[config.mk]
export PLATFORM = sky130hd
export DESIGN_NAME = lsu_rmw_flat
export DESIGN_NICKNAME = d
export VERILOG_FILES = /design/src/rtl/lsu_pkg.sv /design/src/rtl/lsu_rmw_if.sv /design/src/rtl/lsu_align.sv /design/src/rtl/lsu_rmw.sv /design/src/flat_wrapper.sv
export SDC_FILE = /design/constraint.sdc
export NUM_CORES = 1
export LEC_CHECK = 0
export CORE_MARGIN = 1
export CORE_UTILIZATION = 40
export DETAILED_ROUTE_END_ITERATION = 16
export GPL_TIMING_DRIVEN = 0
export PLACE_DENSITY = 0.72
export RECOVER_POWER = 50
export SLEW_MARGIN = 40
export SYNTH_ARGS = -nofsm -noshare
export SYNTH_HDL_FRONTEND = slang
export SYNTH_HIERARCHICAL = 1
export SYNTH_SLANG_ARGS = --single-unit
[constraint.sdc]
create_clock -name clk -period 4.65 [get_ports clk]
set_input_delay 0.6975 -clock clk [delete_from_list [all_inputs] [get_ports clk]]
set_output_delay 0.6975 -clock clk [all_outputs]
set_load 0.05 [all_outputs]
[src/rtl/lsu_pkg.sv]
// Shared definitions for the load/store unit: RV32I funct3 size codes, FSM
// state encoding and the fixed data width.
package lsu_pkg;

  localparam int unsigned DATA_W = 32;

  localparam logic [2:0] F3_B  = 3'b000;
  localparam logic [2:0] F3_H  = 3'b001;
  localparam logic [2:0] F3_W  = 3'b010;
  localparam logic [2:0] F3_BU = 3'b100;
  localparam logic [2:0] F3_HU = 3'b101;

  typedef enum logic [1:0] {
    StIdle  = 2'd0,
    StRead  = 2'd1,
    StWrite = 2'd2,
    StResp  = 2'd3
  } state_e;

endpackage

[src/rtl/lsu_rmw_if.sv]
// Bundle of the core request/response handshake and the data memory port.
// slave  : the load/store unit side.
// master : the core + memory side.
interface lsu_rmw_if #(
  parameter int unsigned ADDR_W = 9,
  parameter int unsigned DATA_W = 32
);
  logic              req_valid;
  logic              req_ready;
  logic              req_store;
  logic [2:0]        req_funct3;
  logic [ADDR_W-1:0] req_addr;
  logic [DATA_W-1:0] req_wdata;
  logic              rsp_valid;
  logic [DATA_W-1:0] rsp_rdata;
  logic              rsp_err;
  logic              mem_read;
  logic              mem_write;
  logic [ADDR_W-1:0] mem_addr;
  logic [DATA_W-1:0] mem_wdata;
  logic [DATA_W-1:0] mem_rdata;

  modport slave (
    input  req_valid, req_store, req_funct3, req_addr, req_wdata, mem_rdata,
    output req_ready, rsp_valid, rsp_rdata, rsp_err, mem_read, mem_write, mem_addr, mem_wdata
  );

  modport master (
    output req_valid, req_store, req_funct3, req_addr, req_wdata, mem_rdata,
    input  req_ready, rsp_valid, rsp_rdata, rsp_err, mem_read, mem_write, mem_addr, mem_wdata
  );
endinterface

[src/rtl/lsu_align.sv]
// Combinational alignment helper for the load/store unit.
//   chk_*     : request being offered; chk_err flags misaligned/illegal ones.
//   funct3,
//   addr_lo   : registered request fields.
//   old_word  : word read from memory.
//   wdata     : store data (low byte/half used for SB/SH).
//   load_data : extracted and sign/zero-extended load result.
//   merged    : word to write back (whole wdata for SW).
module lsu_align
  import lsu_pkg::*;
(
  input  logic [2:0]        chk_funct3,
  input  logic              chk_store,
  input  logic [1:0]        chk_addr_lo,
  output logic              chk_err,
  input  logic [2:0]        funct3,
  input  logic [1:0]        addr_lo,
  input  logic [DATA_W-1:0] old_word,
  input  logic [DATA_W-1:0] wdata,
  output logic [DATA_W-1:0] load_data,
  output logic [DATA_W-1:0] merged
);

  logic [7:0]  sel_byte;
  logic [15:0] sel_half;

  always_comb begin
    unique case (chk_funct3)
      F3_B, F3_BU: chk_err = chk_store & chk_funct3[2];
      F3_H, F3_HU: chk_err = (chk_store & chk_funct3[2]) | chk_addr_lo[0];
      F3_W:        chk_err = (chk_addr_lo != 2'b00);
      default:     chk_err = 1'b1;
    endcase
  end

  always_comb begin
    sel_byte = old_word[{addr_lo, 3'b000} +: 8];
    sel_half = old_word[{addr_lo[1], 4'b0000} +: 16];
    unique case (funct3)
      F3_B:    load_data = {{24{sel_byte[7]}}, sel_byte};
      F3_BU:   load_data = {24'b0, sel_byte};
      F3_H:    load_data = {{16{sel_half[15]}}, sel_half};
      F3_HU:   load_data = {16'b0, sel_half};
      default: load_data = old_word;
    endcase
  end

  always_comb begin
    merged = old_word;
    unique case (funct3)
      F3_B:    merged[{addr_lo, 3'b000} +: 8] = wdata[7:0];
      F3_H:    merged[{addr_lo[1], 4'b0000} +: 16] = wdata[15:0];
      default: merged = wdata;
    endcase
  end

endmodule

[src/rtl/lsu_rmw.sv]
// Load/store unit between execute and a word-addressed data memory.
// Sub-word stores are done as read-modify-write; misaligned or illegal
// requests get an error response without touching memory.
//   clk   : system clock, rising edge
//   rst_n : asynchronous active-low reset
//   bus   : request/response handshake and data memory port (slave side)
module lsu_rmw
  import lsu_pkg::*;
#(
  parameter int unsigned ADDR_W = 9
) (
  input logic      clk,
  input logic      rst_n,
  lsu_rmw_if.slave bus
);

  state_e              state_q, state_d;
  logic [ADDR_W-1:0]   addr_q;
  logic [2:0]          funct3_q;
  logic                store_q;
  logic                err_q;
  logic [DATA_W-1:0]   wdata_q;
  logic [DATA_W-1:0]   word_q;

  logic                chk_err;
  logic [DATA_W-1:0]   load_data;
  logic [DATA_W-1:0]   merged;
  logic                accept;

  lsu_align u_align (
    .chk_funct3  (bus.req_funct3),
    .chk_store   (bus.req_store),
    .chk_addr_lo (bus.req_addr[1:0]),
    .chk_err     (chk_err),
    .funct3      (funct3_q),
    .addr_lo     (addr_q[1:0]),
    .old_word    (word_q),
    .wdata       (wdata_q),
    .load_data   (load_data),
    .merged      (merged)
  );

  assign accept = (state_q == StIdle) && bus.req_valid;

  // All memory-side outputs depend only on state and registered fields.
  always_comb begin
    state_d       = state_q;
    bus.req_ready = 1'b0;
    bus.rsp_valid = 1'b0;
    bus.rsp_rdata = '0;
    bus.rsp_err   = 1'b0;
    bus.mem_read  = 1'b0;
    bus.mem_write = 1'b0;
    bus.mem_addr  = '0;
    bus.mem_wdata = '0;
    unique case (state_q)
      StIdle: begin
        bus.req_ready = 1'b1;
        if (bus.req_valid) begin
          if (chk_err) begin
            state_d = StResp;
          end else if (bus.req_store && (bus.req_funct3 == F3_W)) begin
            state_d = StWrite;
          end else begin
            state_d = StRead;
          end
        end
      end
      StRead: begin
        bus.mem_read = 1'b1;
        bus.mem_addr = {addr_q[ADDR_W-1:2], 2'b00};
        state_d      = store_q ? StWrite : StResp;
      end
      StWrite: begin
        bus.mem_write = 1'b1;
        bus.mem_addr  = {addr_q[ADDR_W-1:2], 2'b00};
        bus.mem_wdata = merged;
        state_d       = StResp;
      end
      StResp: begin
        bus.rsp_valid = 1'b1;
        bus.rsp_err   = err_q;
        bus.rsp_rdata = (store_q || err_q) ? '0 : load_data;
        state_d       = StIdle;
      end
      default: state_d = StIdle;
    endcase
  end

  always_ff @(posedge clk or negedge rst_n) begin
    if (!rst_n) begin
      state_q  <= StIdle;
      addr_q   <= '0;
      funct3_q <= '0;
      store_q  <= 1'b0;
      err_q    <= 1'b0;
      wdata_q  <= '0;
      word_q   <= '0;
    end else begin
      state_q <= state_d;
      if (accept) begin
        addr_q   <= bus.req_addr;
        funct3_q <= bus.req_funct3;
        store_q  <= bus.req_store;
        err_q    <= chk_err;
        wdata_q  <= bus.req_wdata;
      end
      if (state_q == StRead) begin
        word_q <= bus.mem_rdata;
      end
    end
  end

endmodule

[src/flat_wrapper.sv]
// flat-port wrapper written by rule: the top's interface ports become plain ports
module lsu_rmw_flat import lsu_pkg::*;
#(
  parameter int unsigned ADDR_W = 9
)
  (clk, rst_n, bus_req_valid, bus_req_store, bus_req_funct3, bus_req_addr, bus_req_wdata, bus_mem_rdata, bus_req_ready, bus_rsp_valid, bus_rsp_rdata, bus_rsp_err, bus_mem_read, bus_mem_write, bus_mem_addr, bus_mem_wdata);
  lsu_rmw_if #(.ADDR_W(ADDR_W), .DATA_W(32)) bus_i ();
  input logic clk;
  input logic rst_n;
  input wire logic [$bits(bus_i.req_valid)-1:0] bus_req_valid;
  input wire logic [$bits(bus_i.req_store)-1:0] bus_req_store;
  input wire logic [$bits(bus_i.req_funct3)-1:0] bus_req_funct3;
  input wire logic [$bits(bus_i.req_addr)-1:0] bus_req_addr;
  input wire logic [$bits(bus_i.req_wdata)-1:0] bus_req_wdata;
  input wire logic [$bits(bus_i.mem_rdata)-1:0] bus_mem_rdata;
  output wire logic [$bits(bus_i.req_ready)-1:0] bus_req_ready;
  output wire logic [$bits(bus_i.rsp_valid)-1:0] bus_rsp_valid;
  output wire logic [$bits(bus_i.rsp_rdata)-1:0] bus_rsp_rdata;
  output wire logic [$bits(bus_i.rsp_err)-1:0] bus_rsp_err;
  output wire logic [$bits(bus_i.mem_read)-1:0] bus_mem_read;
  output wire logic [$bits(bus_i.mem_write)-1:0] bus_mem_write;
  output wire logic [$bits(bus_i.mem_addr)-1:0] bus_mem_addr;
  output wire logic [$bits(bus_i.mem_wdata)-1:0] bus_mem_wdata;
  assign bus_i.req_valid = bus_req_valid;
  assign bus_i.req_store = bus_req_store;
  assign bus_i.req_funct3 = bus_req_funct3;
  assign bus_i.req_addr = bus_req_addr;
  assign bus_i.req_wdata = bus_req_wdata;
  assign bus_i.mem_rdata = bus_mem_rdata;
  assign bus_req_ready = bus_i.req_ready;
  assign bus_rsp_valid = bus_i.rsp_valid;
  assign bus_rsp_rdata = bus_i.rsp_rdata;
  assign bus_rsp_err = bus_i.rsp_err;
  assign bus_mem_read = bus_i.mem_read;
  assign bus_mem_write = bus_i.mem_write;
  assign bus_mem_addr = bus_i.mem_addr;
  assign bus_mem_wdata = bus_i.mem_wdata;
  lsu_rmw #(.ADDR_W(ADDR_W)) u_core (.clk(clk), .rst_n(rst_n), .bus(bus_i));
endmodule
==> summary.md <==
| Metric | Value |
|---|---|
| Failing checks | `max-capacitance violations, max-slew violations` |
| Fmax | `around 230 MHz` |
| Total grt overflow | `0` |
| Cts bufs inserted | `9` |
| FF-to-FF setup slack | `roughly 2.3 ns` |
| Ant diodes | `0` |
| Routability congestion estimate | `0.892` |
| GRT Util Overall | `0.269` |
| Worst-margin pin slew | `~2.2 ns` |
| DRT iter0 DRCs | `about 390` |
| Initial antenna violation count | `0` |
| Max-slew headroom | `-0.447` |
| Wire per inst | `20.8 µm` |
| Synth warn | `6` |
| Number of clock sinks | `80` |
| Tmin final | `between 4 and 5 ns` |
| Inst Count DP | `902` |
| Via Count | `5,272` |
| Slew Limit Fails | `83` |
| Vias in the first global route | `between 5,000 and 6,000` |
| Crit path largest cell delay | `0.81 ns` |
| I/O pins | `roughly 160` |
| Filler cells | `1,204` |
| # DRC | `0` |
| Crit path max-delay cell type | `clkdlybuf4s50_1` |
| Worst-Skew Late Latency | `0.35 ns` |
| Startpoint types | `flop` |
| Post-synthesis register bit count | `80` |
| H-tree Lvls | `3` |
| Area Growth Syn to Fin | `35.5%` |
| Mean post-synth cell area | `~10 µm²` |
| Fraction of layout cells with a size suffix above 1 | `0.148` |
| Hold WC Path Type | `flop to flop` |
| Total power | `6720 µW` |
| Port Buffers | `155` |
| Largest buffer count on any clock path | `2` |
| Post-synth EDFFs | `0` |
| FF-to-FF Start | `u_core/state_q[0]$_DFFE_PN0P_` |
| Drt total wl | `about 19 mm` |
| CP Class | `flop to output port` |
| Chip width | `roughly 120 µm` |
| CP Capture Type | `output port` |
| DIE AREA | `14,600 µm²` |
| Final number of hold-violating endpoints | `0` |
| HPWL Detailed | `between 10 and 15 mm` |
| Post-CTS Setup Inserts | `0` |
| RSZ-0062 raised after global routing | `no` |
| Status | `finished with violations` |
| Post-synth top flop | `dfrtp_1` |
| Clock skew | `0.0104 ns` |
| Root Buffer | `clkbuf_16` |
| Starting density of the core | `0.410` |
| Final setup TNS | `0 ns` |
| Clock transition at path regs | `0.06 ns` |
| Largest net degree at the start of global routing | `42` |
| CP arrival | `between 3 and 4 ns` |
| Worst hold endpoint | `u_core/addr_q[8]$_DFFE_PN0P_` |
| FP Rows | `43` |
| Final Non-Filler Cells | `approximately 900` |
| Mapped cell area | `5660 µm²` |
| Cell Chain, Critical Path | `buf_2 -> clkinvlp_4 -> ha_1 -> and4b_1 -> clkbuf_1 -> a221oi_1 -> a211oi_1 -> and2_1 -> clkdlybuf4s50_1` |
| Final worst path period share | `0.954` |
| Drt via density | `5.74` |
| Distinct cell type count after synthesis | `about 50` |
| R2R cell count | `6` |
| CTS tree | `done` |
| Hold path cells | `1` |
| Beginning of the worst hold path | `u_core/addr_q[8]$_DFFE_PN0P_` |
| Worst r2r dst | `u_core/wdata_q[1]$_DFFE_PN0P_` |
| Sequential cell area fraction in the yosys report | `0.354` |
| Final setup viols | `0` |
| First-pass GRT wire length | `29.6 mm` |
| Maximum VDD drop | `558 µV` |
| P per Cell Area | `875 nW/µm²` |
| Leak | `approximately 0.0033 µW` |
| Worst-path maximum fanout | `12` |
| Post-synthesis cell count | `565` |
| Fraction of registers with async set/reset | `1.00` |
| Antenna-violating nets left | `0` |
| Max-Cap Viols | `2` |
| Die Span Y | `121 µm` |
| Area of the core | `13,800 µm²` |
| Final #Nets | `between 800 and 900` |
| WP data required | `3.95 ns` |
| TritonRoute pass-1 iters | `5` |
-- worst max-delay path, delay by kind of cell (launching register included) --
family          cells  cell delay, ns
compound gates      2            0.39
fa+ha+maj           1            0.48
buf+inv             4            1.66
flops               1            0.45
simple gates        2            0.42
-- synth_stat cells (2+ instances only) --
library cell | n | share of area
a311oi_1 | 9 | 0.014
o22ai_1 | 8 | 0.0088
buf_6 | 6 | 0.012
a211oi_1 | 16 | 0.021
or2_2 | 8 | 0.0088
a221o_1 | 15 | 0.027
and3_1 | 6 | 0.0066
and2_1 | 72 | 0.080
ha_1 | 10 | 0.022
nor2b_1 | 11 | 0.012
dfrtp_1 | 80 | 0.35
buf_2 | 14 | 0.012
nor2_1 | 28 | 0.019
buf_4 | 2 | 0.0027
o31ai_1 | 8 | 0.011
a221oi_1 | 9 | 0.014
a21oi_1 | 19 | 0.017
nor3b_1 | 3 | 0.0040
inv_1 | 11 | 0.0073
mux2_2 | 50 | 0.099
a22o_1 | 16 | 0.025
mux2i_1 | 25 | 0.044
nand2_1 | 46 | 0.030
mux2_4 | 28 | 0.074
nand2b_1 | 3 | 0.0033
buf_1 | 4 | 0.0027
nor4bb_1 | 2 | 0.0035
a211o_1 | 6 | 0.0093
o211ai_1 | 8 | 0.011
clkbuf_1 | 23 | 0.015
-- per-stage QoR --
step / hold slack [ns] / utilization / cell area (µm²) / setup slack, ns
2_1_floorplan: 0.402 / - / 5670 / 1.58
3_3_place_gp: 0.480 / 0.538 / 7440 / 0.167
3_5_place_dp: 0.489 / 0.540 / 7460 / 0.534
4_1_cts: 0.259 / 0.562 / 7770 / 0.125
5_1_grt: 0.519 / 0.555 / 7670 / 0.0841
6_report: 0.491 / 0.555 / 7670 / 0.215
-- worst max path at each step --
stage / from / endpoint / slack (ns) / cells after the start
2_1_floorplan: u_core/addr_q[1]$_DFFE_PN0P_ / bus_mem_wdata[31] / 1.58 / 8
3_3_place_gp: rst_n / u_core/word_q[16]$_DFFE_PN0P_ / 0.17 / 1
3_5_place_dp: u_core/addr_q[1]$_DFFE_PN0P_ / bus_mem_wdata[7] / 0.53 / 8
4_1_cts: u_core/addr_q[1]$_DFFE_PN0P_ / bus_mem_wdata[7] / 0.13 / 8
5_1_grt: u_core/addr_q[1]$_DFFE_PN0P_ / bus_mem_wdata[13] / 0.08 / 9
6_report: u_core/addr_q[1]$_DFFE_PN0P_ / bus_mem_wdata[15] / 0.21 / 9
-- power breakdown --
part | leakage (µW) | switching, µW | total, µW | internal (µW)
sequential | 0.000944 | 600 | 1660 | 1060
combinational | 0.00218 | 2510 | 4330 | 1820
clock | 0.000145 | 299 | 731 | 432
total | 0.00327 | 3410 | 6720 | 3310
-- area by class of cell --
cell class | count | area, µm² | share of cell area
Multi-Input combinational cell | 425 | 3300 | 0.431
Sequential cell | 80 | 2000 | 0.261
Timing Repair Buffer | 156 | 1560 | 0.203
Clock buffer | 10 | 239 | 0.0311
Buffer | 49 | 229 | 0.0298
Tap cell | 180 | 225 | 0.0293
Clock inverter | 6 | 67.6 | 0.00880
Inverter | 12 | 48.8 | 0.00636
-- cell usage in the layout (no fill, tap or decap), drive strengths merged, types with 2 or more instances in the layout --
| cell type | count |
|---|---|
| nor3b | 4 |
| or3b | 2 |
| clkinvlp | 3 |
| a221o | 15 |
| mux2 | 78 |
| and2 | 72 |
| a211o | 6 |
| nor2b | 11 |
| clkinv | 2 |
| and3 | 6 |
| nor4bb | 2 |
| clkdlybuf4s50 | 154 |
| or2 | 8 |
| nand2b | 3 |
| dfrtp | 80 |
| o211ai | 8 |
| clkbuf | 39 |
| buf | 21 |
| a211oi | 16 |
| conb | 2 |
| inv | 12 |
| nor2 | 28 |
| a221oi | 9 |
| a21oi | 19 |
| a22o | 16 |
| nand2 | 46 |
| o22ai | 8 |
| o31ai | 8 |
| ha | 10 |
| a311oi | 9 |
| mux2i | 25 |
-- state kept, by name, summed over array words and instances (netlist names) --
name / count
u_core/addr_q: 9
u_core/wdata_q: 32
u_core/err_q: 1
u_core/funct3_q: 3
u_core/word_q: 32
u_core/store_q: 1
u_core/state_q: 2
-- routing by layer --
layer | GRT usage | share of wire | up-vias
met5 | 0 | 0 | -
met4 | 0.0895 | 0.025 | 0
li1 | - | - | 2388
met1 | 0.358 | 0.41 | 2565
met2 | 0.427 | 0.47 | 280
met3 | 0.0658 | 0.092 | 39
-- kinds of logic (layout without fill, tap and decap cells) --
| group | after synthesis | count (layout) | share of synthesized area |
|---|---|---|---|
| compound gates | 121 | 121 | 0.169 |
| buf+inv | 61 | 233 | 0.0528 |
| simple gates | 188 | 188 | 0.180 |
| flops | 80 | 80 | 0.354 |
| fa+ha+maj | 10 | 10 | 0.0221 |
| other cells | 1 | 2 | 0.000662 |
| mux | 104 | 104 | 0.222 |
-- what timing repair did --
| action | CTS | global route |
|---|---|---|
| gates resized for setup | 0 | 2 |
| hold buffers | 0 | 0 |
| setup endpoints to repair | 0 | 27 |
No activity file was read; power rests on OpenSTA's default activity.
